File: config.mk
export PLATFORM = sky130hd
export DESIGN_NAME = foo_decode
export DESIGN_NICKNAME = d
export VERILOG_FILES = /design/src/rtl/foo_decode.sv
export SDC_FILE = /design/constraint.sdc
export NUM_CORES = 1
export LEC_CHECK = 0
export CAP_MARGIN = 10
export CORE_MARGIN = 1.5
export CORE_UTILIZATION = 55
export CTS_BUF_LIST = sky130_fd_sc_hd__clkbuf_8
export DETAILED_ROUTE_END_ITERATION = 10
export PLACE_DENSITY = 0.76
export SETUP_SLACK_MARGIN = 0.05
export SYNTH_ARGS = -nofsm -noshare
export SYNTH_HDL_FRONTEND = slang
export SYNTH_SLANG_ARGS = --single-unit
File: constraint.sdc
create_clock -name clk -period 3 [get_ports clk]
set_input_delay 0.3 -clock clk [delete_from_list [all_inputs] [get_ports clk]]
set_output_delay 0.3 -clock clk [all_outputs]
set_load 0.005 [all_outputs]
File: src/rtl/foo_decode.sv
// foo_decode: recovers the per-cycle operands from an accumulated stream.
// Each input x[n+1] = x[n] + a[n] + 1 is turned back into a = x[n+1] - x[n] - 1.
// Results go into a small FIFO with valid/ready handshakes on both sides.
// Optional build macro FOO_DECODE_TRACE_EN prints decode and resync events.
module foo_decode #(
   parameter int DEPTH = 4,
   parameter int CNT_W = 16
) (
   input  logic             clk,
   input  logic             rst_n,
   input  logic             in_valid,
   input  logic [31:0]      in_x,
   output logic             in_ready,
   input  logic             resync,
   output logic             out_valid,
   output logic [31:0]      out_a,
   input  logic             out_ready,
   output logic [CNT_W-1:0] dec_count
);

   localparam int PTR_W = (DEPTH > 1) ? $clog2(DEPTH) : 1;
   localparam int OCC_W = PTR_W + 1;

   typedef enum logic {
      ST_SEED = 1'b0,
      ST_RUN  = 1'b1
   } state_t;

   state_t                  state_q, state_d;
   logic [31:0]             prev_q, prev_d;
   logic [DEPTH-1:0][31:0]  mem_q, mem_d;
   logic [PTR_W-1:0]        wr_ptr_q, wr_ptr_d;
   logic [PTR_W-1:0]        rd_ptr_q, rd_ptr_d;
   logic [OCC_W-1:0]        occ_q, occ_d;
   logic [CNT_W-1:0]        dec_count_q, dec_count_d;

   logic                    full;
   logic                    accept;
   logic                    push;
   logic                    pop;
   logic [31:0]             diff;

   // Handshake decode; in_ready depends only on registered occupancy and resync,
   // so a pop in the same cycle never frees a slot early.
   always_comb begin
      full      = (occ_q == OCC_W'(DEPTH));
      in_ready  = !full && !resync;
      out_valid = (occ_q != '0);
      out_a     = mem_q[rd_ptr_q];
      dec_count = dec_count_q;
      accept    = in_valid && in_ready;
      push      = accept && (state_q == ST_RUN);
      pop       = out_valid && out_ready;
      diff      = in_x - prev_q - 32'd1;
   end

   // Next-state for the seed/run control, the previous sample and the FIFO.
   always_comb begin
      state_d     = state_q;
      prev_d      = prev_q;
      mem_d       = mem_q;
      wr_ptr_d    = wr_ptr_q;
      rd_ptr_d    = rd_ptr_q;
      occ_d       = occ_q;
      dec_count_d = dec_count_q;

      if (accept) begin
         prev_d  = in_x;
         state_d = ST_RUN;
      end
      // resync blocks acceptance, so it never competes with the load above
      if (resync) begin
         state_d = ST_SEED;
      end

      if (push) begin
         mem_d[wr_ptr_q] = diff;
         wr_ptr_d        = wr_ptr_q + PTR_W'(1);
         if (dec_count_q != '1) begin
            dec_count_d = dec_count_q + CNT_W'(1);
         end
      end
      if (pop) begin
         rd_ptr_d = rd_ptr_q + PTR_W'(1);
      end

      case ({push, pop})
         2'b10:   occ_d = occ_q + OCC_W'(1);
         2'b01:   occ_d = occ_q - OCC_W'(1);
         default: occ_d = occ_q;
      endcase
   end

   // State registers; reset clears everything, including FIFO storage.
   always_ff @(posedge clk or negedge rst_n) begin
      if (!rst_n) begin
         state_q     <= ST_SEED;
         prev_q      <= '0;
         mem_q       <= '0;
         wr_ptr_q    <= '0;
         rd_ptr_q    <= '0;
         occ_q       <= '0;
         dec_count_q <= '0;
      end else begin
         state_q     <= state_d;
         prev_q      <= prev_d;
         mem_q       <= mem_d;
         wr_ptr_q    <= wr_ptr_d;
         rd_ptr_q    <= rd_ptr_d;
         occ_q       <= occ_d;
         dec_count_q <= dec_count_d;
      end
   end

`ifdef FOO_DECODE_TRACE_EN
   initial $display("Starting up: %m");
   final   $display("All done: %m");

   // Event trace for decoded pushes and resync-driven returns to SEED.
   always_ff @(posedge clk) begin
      if (rst_n && push) begin
         $display("%m: decoded a = %0d", diff);
      end
      if (rst_n && resync && state_q == ST_RUN) begin
         $display("%m: resync");
      end
   end
`endif

endmodule

### Word-level counts from Yosys, hierarchy flattened

Cells that the tools add are included.

| word-level totals | value |
|---|---|
| bits of input ports | 37 |
| word-level logic and storage cells | 43 |
| output and inout port bits | 50 |
| register bits after elaboration | 184 |

| cells by class | value |
|---|---|
| $add $sub $neg | 7 |
| multiplexer cells | 8 |
| equality and inequality tests | 4 |
| reductions and logical operators | 11 |
| order comparisons | 3 |

Operator list:

| kind | count |
|---|---|
| 128-bit bitwise mux | 1 |
| 32-bit binary-select mux with 2-bit select | 1 |
| 32-bit demux with 2-bit select | 1 |
| 32-bit two-way mux | 2 |
| 32-bit by 1-bit subtractor with 32-bit output, second input constant | 1 |
| 32-bit subtractor | 1 |
| 16-bit by 1-bit adder with 16-bit output, second input constant | 1 |
| 16-bit != test, second input constant | 1 |
| 2-bit by 3-bit < comparator with 1-bit output, second input constant | 2 |
| 3-bit case mux with 2 select lines | 1 |
| 1-bit logical AND | 5 |
| 2-bit by 1-bit adder with 2-bit output, second input constant | 2 |
| 2-bit nonzero test | 2 |
| 3-bit by 1-bit adder with 3-bit output, second input constant | 1 |
| 3-bit equality test, second input constant | 1 |
| 3-bit nonzero test | 1 |
| 3-bit by 1-bit subtractor with 3-bit output, second input constant | 1 |
| 2-bit by 1-bit equality test with 1-bit output, second input constant | 1 |
| 2-bit equality test, second input constant | 1 |
| 2-bit by 1-bit greater-or-equal comparator with 1-bit output, second input constant | 1 |
| 1-bit logical NOT | 2 |
| 1-bit two-way mux | 2 |
| 2-bit AND reduction | 1 |

### Longest topological paths before layout

Gate-level depths: netlist (run 1).

| depth | value |
|---|---|
| depth in word-level cells | 7 |
| gate-level depth with buffers | 11 |
| mapped depth without buffers | 11 |

### Worst setup path before layout (run 1)

Ideal clock, no wire load.

| path | value |
|---|---|
| path type | register to register |
| start | register prev_q[0] |
| end | register mem_q[120] in the netlist's numbering |
| buffers on the path | 0 |
| cell stages (with the launch flop) | 12 |
| arrival | 2359 ps |
| clock period less this slack | 2484 ps |
| required time | 2875 ps |
| path slack | 516 ps |
| setup time | 125 ps |
| cell sequence | dfrtp_1 > inv_1 > ha_1 > inv_1 > fa_1 > nand2b_1 > a21oi_1 > o21ai_0 > o311ai_0 > a21oi_1 > xnor2_1 > mux2_2 |

| on the way | value |
|---|---|
| cells in the longest elaborated chain, start to end | 3 |

Ends and longest elaborated chain:

| item | RTL line | source |
|---|---|---|
| start: declaration | 30 | `logic [31:0] prev_q, prev_d;` |
| start signal: assignment | 106 | `prev_q <= prev_d;` |
| 32-bit subtractor | 54 | `diff = in_x - prev_q - 32'd1;` |
| 32-bit by 1-bit subtractor with 32-bit output | 54 |  |
| 128-bit bitwise mux | 77 | `mem_d[wr_ptr_q] = diff;` |
| end signal: assignment | 107 | `mem_q <= mem_d;` |
| end: declaration | 31 | `logic [DEPTH-1:0][31:0] mem_q, mem_d;` |

No other way between the ends.
A chain may end at the register's enable or synchronous reset.

### Final worst setup path (run 1)

| path | value |
|---|---|
| start | register prev_q[0] |
| end | register mem_q[114] in the netlist's numbering |

Same word-level chain as after synthesis.

==> results of run 1 <==
-- worst reg2reg max path: stages (launching register included) --
cell and delay [ns]:
dfrtp_1 0.37, inv_1 0.06, ha_1 0.16, inv_1 0.05, fa_1 0.38, nand2b_1 0.20
a21o_1 0.21, a21oi_1 0.18, o21ai_0 0.18, mux2i_1 0.18, o211ai_1 0.21, mux2_2 0.33
-- kinds of logic after synthesis --
kind of cell    synth area share (%)
buf+inv                         3.60
flops                           47.6
fa+ha+maj                       5.20
simple gates                    10.4
xor+xnor                        4.08
compound gates                  13.0
mux                             16.2
-- area by class of cell --
class,instances,area (µm²),share of cell area (%)
repair buffers,141,1320,11.5
flip-flops and latches,184,4610,40.2
clock inverters,11,73.8,0.645
multi-input cells,636,4720,41.3
inverters,45,169,1.48
well taps,225,282,2.46
clock buffers,20,275,2.41
-- synth_stat cells, drive strengths merged (2+ instances only) --
| cell type | instances |
|---|---|
| mux2 | 74 |
| a21o | 8 |
| o211ai | 6 |
| inv | 45 |
| xnor2 | 31 |
| nor2 | 40 |
| nand4 | 12 |
| o21ai | 116 |
| and4 | 2 |
| a211oi | 4 |
| o31ai | 3 |
| dfrtp | 184 |
| a21oi | 42 |
| clkbuf | 36 |
| a221oi | 3 |
| nand2b | 6 |
| or3 | 2 |
| nand2 | 131 |
| nor3 | 8 |
| o21a | 13 |
| xor2 | 14 |
| o2111ai | 2 |
| buf | 9 |
| and3 | 9 |
| fa | 2 |
| a22oi | 3 |
| nor2b | 4 |
| mux4 | 32 |
| ha | 37 |
| nand3 | 12 |
| a31oi | 2 |
| o311ai | 2 |
| a311oi | 3 |
| and2 | 3 |
-- state kept, by name, indices dropped and copies added (netlist names) --
signal and cells:
mem_q 128, rd_ptr_q 2, occ_q 3, state_q 1, wr_ptr_q 2, dec_count 16, prev_q 32
-- what timing repair did --
action	in CTS	in global routing
hold endpoints to repair	68	0
setup endpoints to repair	0	8
hold buffers	1	0
gates resized for setup	0	3
buffers inserted	0	0
-- metrics by stage --
step	instance area (µm²)	std cells	power, W
2_1_floorplan	9670	910	0.00746
3_3_place_gp	11100	1230	0.00971
3_5_place_dp	11100	1230	0.00993
4_1_cts	11400	1262	0.0115
5_1_grt	11400	1262	0.0123
6_report	11400	1262	0.0114
-- power by group through the flow --
stage	Combinational (W)	Clock (W)	Sequential, W
floorplan	0.00358	0	0.00388
global placement	0.00572	0	0.00399
detailed placement	0.00587	0	0.00406
CTS	0.00590	0.00155	0.00402
global route	0.00650	0.00165	0.00415
finish	0.00590	0.00152	0.00402
-- routing by layer --
metal	part of all wire (%)	track usage [%]
met4	2.0	7.83
met5	0	0
met1	47	35.5
met2	47	40.2
met3	3.9	3.63
-- how the worst max path moves through the flow --
stage	slack, ns	cells after the start	startpoint	endpoint
CTS	0.24	12	prev_q[0]	mem_q[88]
finish	0.37	11	prev_q[0]	mem_q[114]
global placement	-0.08	12	in_x[0]	mem_q[28]
global route	0.1	12	prev_q[0]	mem_q[28]
detailed placement	-0.1	12	in_x[0]	mem_q[88]
floorplan	0.52	11	prev_q[0]	mem_q[120]
==> reports/metrics.cfg, run 1 <==
[outcome]
status=completed

[route]
num_vias=7140
drc=0
drt_wl_total_mm=21.1
ant_nets=0
routed_via_density=5.66
first_iter_violations=511
first_pass_iters=5
wire_per_inst_um=16.7

[synthesis]
synth_ff_type=dfrtp_1
yosysTopAreaCell=dfrtp_1
yosysWarningCount=0
synth_top_area_share_pct=47.6
synth.distinct_cells=52
syn-cell-area_mm2=0.00967
synth_seq_area_share_pct=47.6
yosys-top-cells-area=dfrtp_1, mux2_2, mux4_2
synth-seq-cells=184
ys_async_sr_fraction_pct=100
syn_area_per_cell_um2=10.6
netlist_instances=910
synth-edff-count=0
syn-num-nets=986

[global_routing]
antenna_found_initial=0
grt_pass1_wl_mm=36.3
grt_max_degree=83
grt_overflow=0
grt_pass1_vias=7279
grt_usage_pct=25.1

[pwr]
p_sw_share_pct=37.1
power_density_mw_per_mm2=1000
p_sw_w=0.00425
intPower_w=0.00719
clkPwrFrac_pct=13.3
peakVddDrop_v=0.000480
power_frac_comb_pct=51.6
seqPwrFrac_pct=35.1
leakagePower_nw=5.12

[cts]
path_clk_slew_ns=0.09
clockRootBuffer=clkbuf_8
cts_tree=yes
numCtsBuffers=17
clock_sinks=184
cts_buffer_depth=2
htree_levels=4
clkLatencyLatePin_ns=0.46

[sta]
setup_viol=0
worst_slew_pin_slew_ns=0.647
setup_tns_ns=0
rsz0062_at_grt=no
layout_setup_ws_ns=0.370
hold_violations=0
final_max_slew_viol_count=0
finClkSkew_ns=0.00885
finalCritPeriodShare_pct=87.7
min_period_ns=2.63
fmax_mhz=380
hold_ws_ns=0.404
max_slew_margin_pct=56.9

[cells_and_area]
final_common_cell=dfrtp_1
utilization_pct=66.4
drive_above_1_share_pct=19.2
n_antenna_cell=0
syn_to_final_growth_pct=18.4
fill_cells=1329
mostFrequentLayoutCells=dfrtp_1, nand2_1, o21ai_0, clkdlybuf4s50_1, mux2_2
nets=1101

[worst_setup_path]
path_class=flip-flop to flip-flop
critPathSlowestCell=fa_1
crit_fanout=4
path_cells=inv_1 > ha_1 > inv_1 > fa_1 > nand2b_1 > a21o_1 > a21oi_1 > o21ai_0 > mux2i_1 > o211ai_1 > mux2_2
r2r_cells=11
crit_arrival_ns=2.98
worstSetupStartpointType=flip-flop
r2r_slack_ns=0.37
critPathRequiredTime_ns=3.35
end_kind=flip-flop
crit_buf_inv=2
path_common_cell=inv_1
crit_family=compound AO/OA/AOI/OAI gates
reg2reg_from=prev_q[0]
r2r-end=mem_q[114]
max_stage_delay_ns=0.38

[die]
rows=48
die_w_um=136
start_util_pct=56.1
io_pins=87
die_h_um=136
die_area_mm2=0.0184
core_mm2=0.0172

[worst_hold_path]
hold_class=primary input to async pin

[placed_design]
gp_congestion=0.859
place_ws_ns=-0.0999
hpwl_mm=15.0
portBuffers=86

[flow_run]
max_cap_violations=0

Power figures use the tool's default switching activity.
==> inputs of run 2 (changes only) <==
--- a/config.mk
+++ b/config.mk
@@ -6,7 +6,7 @@
 export NUM_CORES = 1
 export LEC_CHECK = 0
 export CAP_MARGIN = 10
-export CORE_MARGIN = 1.5
+export CORE_MARGIN = 2
 export CORE_UTILIZATION = 55
 export CTS_BUF_LIST = sky130_fd_sc_hd__clkbuf_8
 export DETAILED_ROUTE_END_ITERATION = 10
==> run 2 against run 1 <==
Effect of this change:
- combinational power fell by 1%
- setup slack got worse by 0.085 ns
- clock-buffer cell count fell by 1
- sequential power barely moved
- sequential cell count did not move
- highest routed layer unchanged
==> reports/metrics.cfg, run 2 (synthesized netlist as in run 1, its figures left out) <==
[cts]
clockRootBuffer=clkbuf_8
cts_tree=yes
clock_sinks=184
cts_setup_buffers=0
cts_buffer_depth=2
path_clk_slew_ns=0.10
htree_levels=4
numCtsBuffers=17
clkLatencyLatePin_ns=0.45

[placed_design]
portBuffers=86
gp_congestion=0.882
placed_cell_area_mm2=0.0111
hpwl_mm=14.9
place_ws_ns=-0.185

[global_routing]
grt_pass1_wl_mm=34.8
grt_pass1_vias=6981
grt_max_degree=80
antenna_found_initial=0
grt_usage_pct=23.8
grt_overflow=0

[cells_and_area]
final_common_cell=dfrtp_1
nets=1095
n_antenna_cell=0
mostFrequentLayoutCells=dfrtp_1, nand2_1, o21ai_0, clkdlybuf4s50_1, mux2_2
syn_to_final_growth_pct=18.7
drive_above_1_share_pct=18.8
top_register=mem_q
final_area_mm2=0.0115
utilization_pct=66.6
largest_reg_flops=128

[route]
num_vias=7123
first_iter_violations=525
first_pass_iters=5
drc=0
wire_per_inst_um=16.6
ant_nets=0
routed_via_density=5.67
drt_wl_total_mm=20.8

[sta]
final_max_slew_viol_count=0
finalCritPeriodShare_pct=90.5
worst_slew_pin_slew_ns=0.735
setup_viol=0
fmax_mhz=368
hold_violations=0
rsz0062_at_grt=no
finClkSkew_ns=0.0132
min_period_ns=2.71
max_slew_margin_pct=51.0
layout_setup_ws_ns=0.285
hold_ws_ns=0.437

[worst_setup_path]
crit_fanout=4
end_kind=flip-flop
worstSetupStartpointType=flip-flop
critPathRequiredTime_ns=3.33
path_class=flip-flop to flip-flop
r2r_cells=12
crit_arrival_ns=3.05

[outcome]
status=completed

[die]
core_mm2=0.0172
rows=48
die_w_um=137
start_util_pct=56.1
die_area_mm2=0.0187
die_h_um=137
io_pins=87

[pwr]
peakVddDrop_v=0.000467
power_density_mw_per_mm2=1000
leakagePower_nw=5.13

[worst_hold_path]
min_path_cells=3
hold_class=primary input to flip-flop

[flow_run]
max_cap_violations=0

## run 2: final timing paths
check,slack (ns),end,start
max,0.29,mem_q[60],prev_q[0]
min,0.44,prev_q[28],in_x[28]
max reg2reg,0.29,mem_q[60],prev_q[0]
min reg2reg,0.48,mem_q[77],mem_q[77]
max in group asynchronous,1.73,mem_q[52],rst_n
min in group asynchronous,0.46,mem_q[67],rst_n
## run 2: metal layers
| metal | part of all wire [%] | routed length, µm | global-route usage [%] | vias up |
|---|---|---|---|---|
| li1 | - | - | - | 3438 |
| met1 | 48 | 9920 | 34.3 | 3501 |
| met2 | 47 | 9830 | 37.6 | 164 |
| met3 | 3.8 | 793 | 4.15 | 20 |
| met4 | 1.3 | 266 | 6.13 | 0 |
| met5 | 0 | 0 | 0 | - |
## run 2: what timing repair did
item	CTS	global route
gates resized for setup	0	3
endpoints found under the hold margin	77	0
hold buffers	1	0
endpoints found under the setup margin	0	8
## run 2: worst max-delay path, stage by stage, from the launching register on
cell and delay (ns):
dfrtp_1 0.37, inv_1 0.07, ha_1 0.17, inv_1 0.06, fa_1 0.41, nand2b_1 0.21, a21oi_2 0.18, o21ai_0 0.16
o311ai_1 0.26, buf_4 0.16, nand4_1 0.07, and3_1 0.20, mux2_2 0.27
## run 2: layout make-up
class | instances | area, µm²
multi-input cells | 636 | 4730
fillers | 1357 | 5760
flip-flops and latches | 184 | 4610
clock buffers | 19 | 262
well taps | 225 | 282
repair buffers | 135 | 1310
clock inverters | 12 | 126
inverters | 45 | 169
## run 2: through the flow
step / setup TNS (ns) / power (W) / std cells
global route: 0 / 0.0124 / 1256
floorplan: 0 / 0.00746 / 910
detailed placement: -1.56 / 0.00989 / 1224
CTS: 0 / 0.0116 / 1256
finish: 0 / 0.0115 / 1256
global placement: -1.01 / 0.00968 / 1224
## run 2: power breakdown
part / switching [W] / internal [W] / total [W]
logic: 0.00278 / 0.00303 / 0.00582
clock network: 0.000879 / 0.000780 / 0.00166
registers: 0.000556 / 0.00350 / 0.00405
total: 0.00422 / 0.00731 / 0.0115
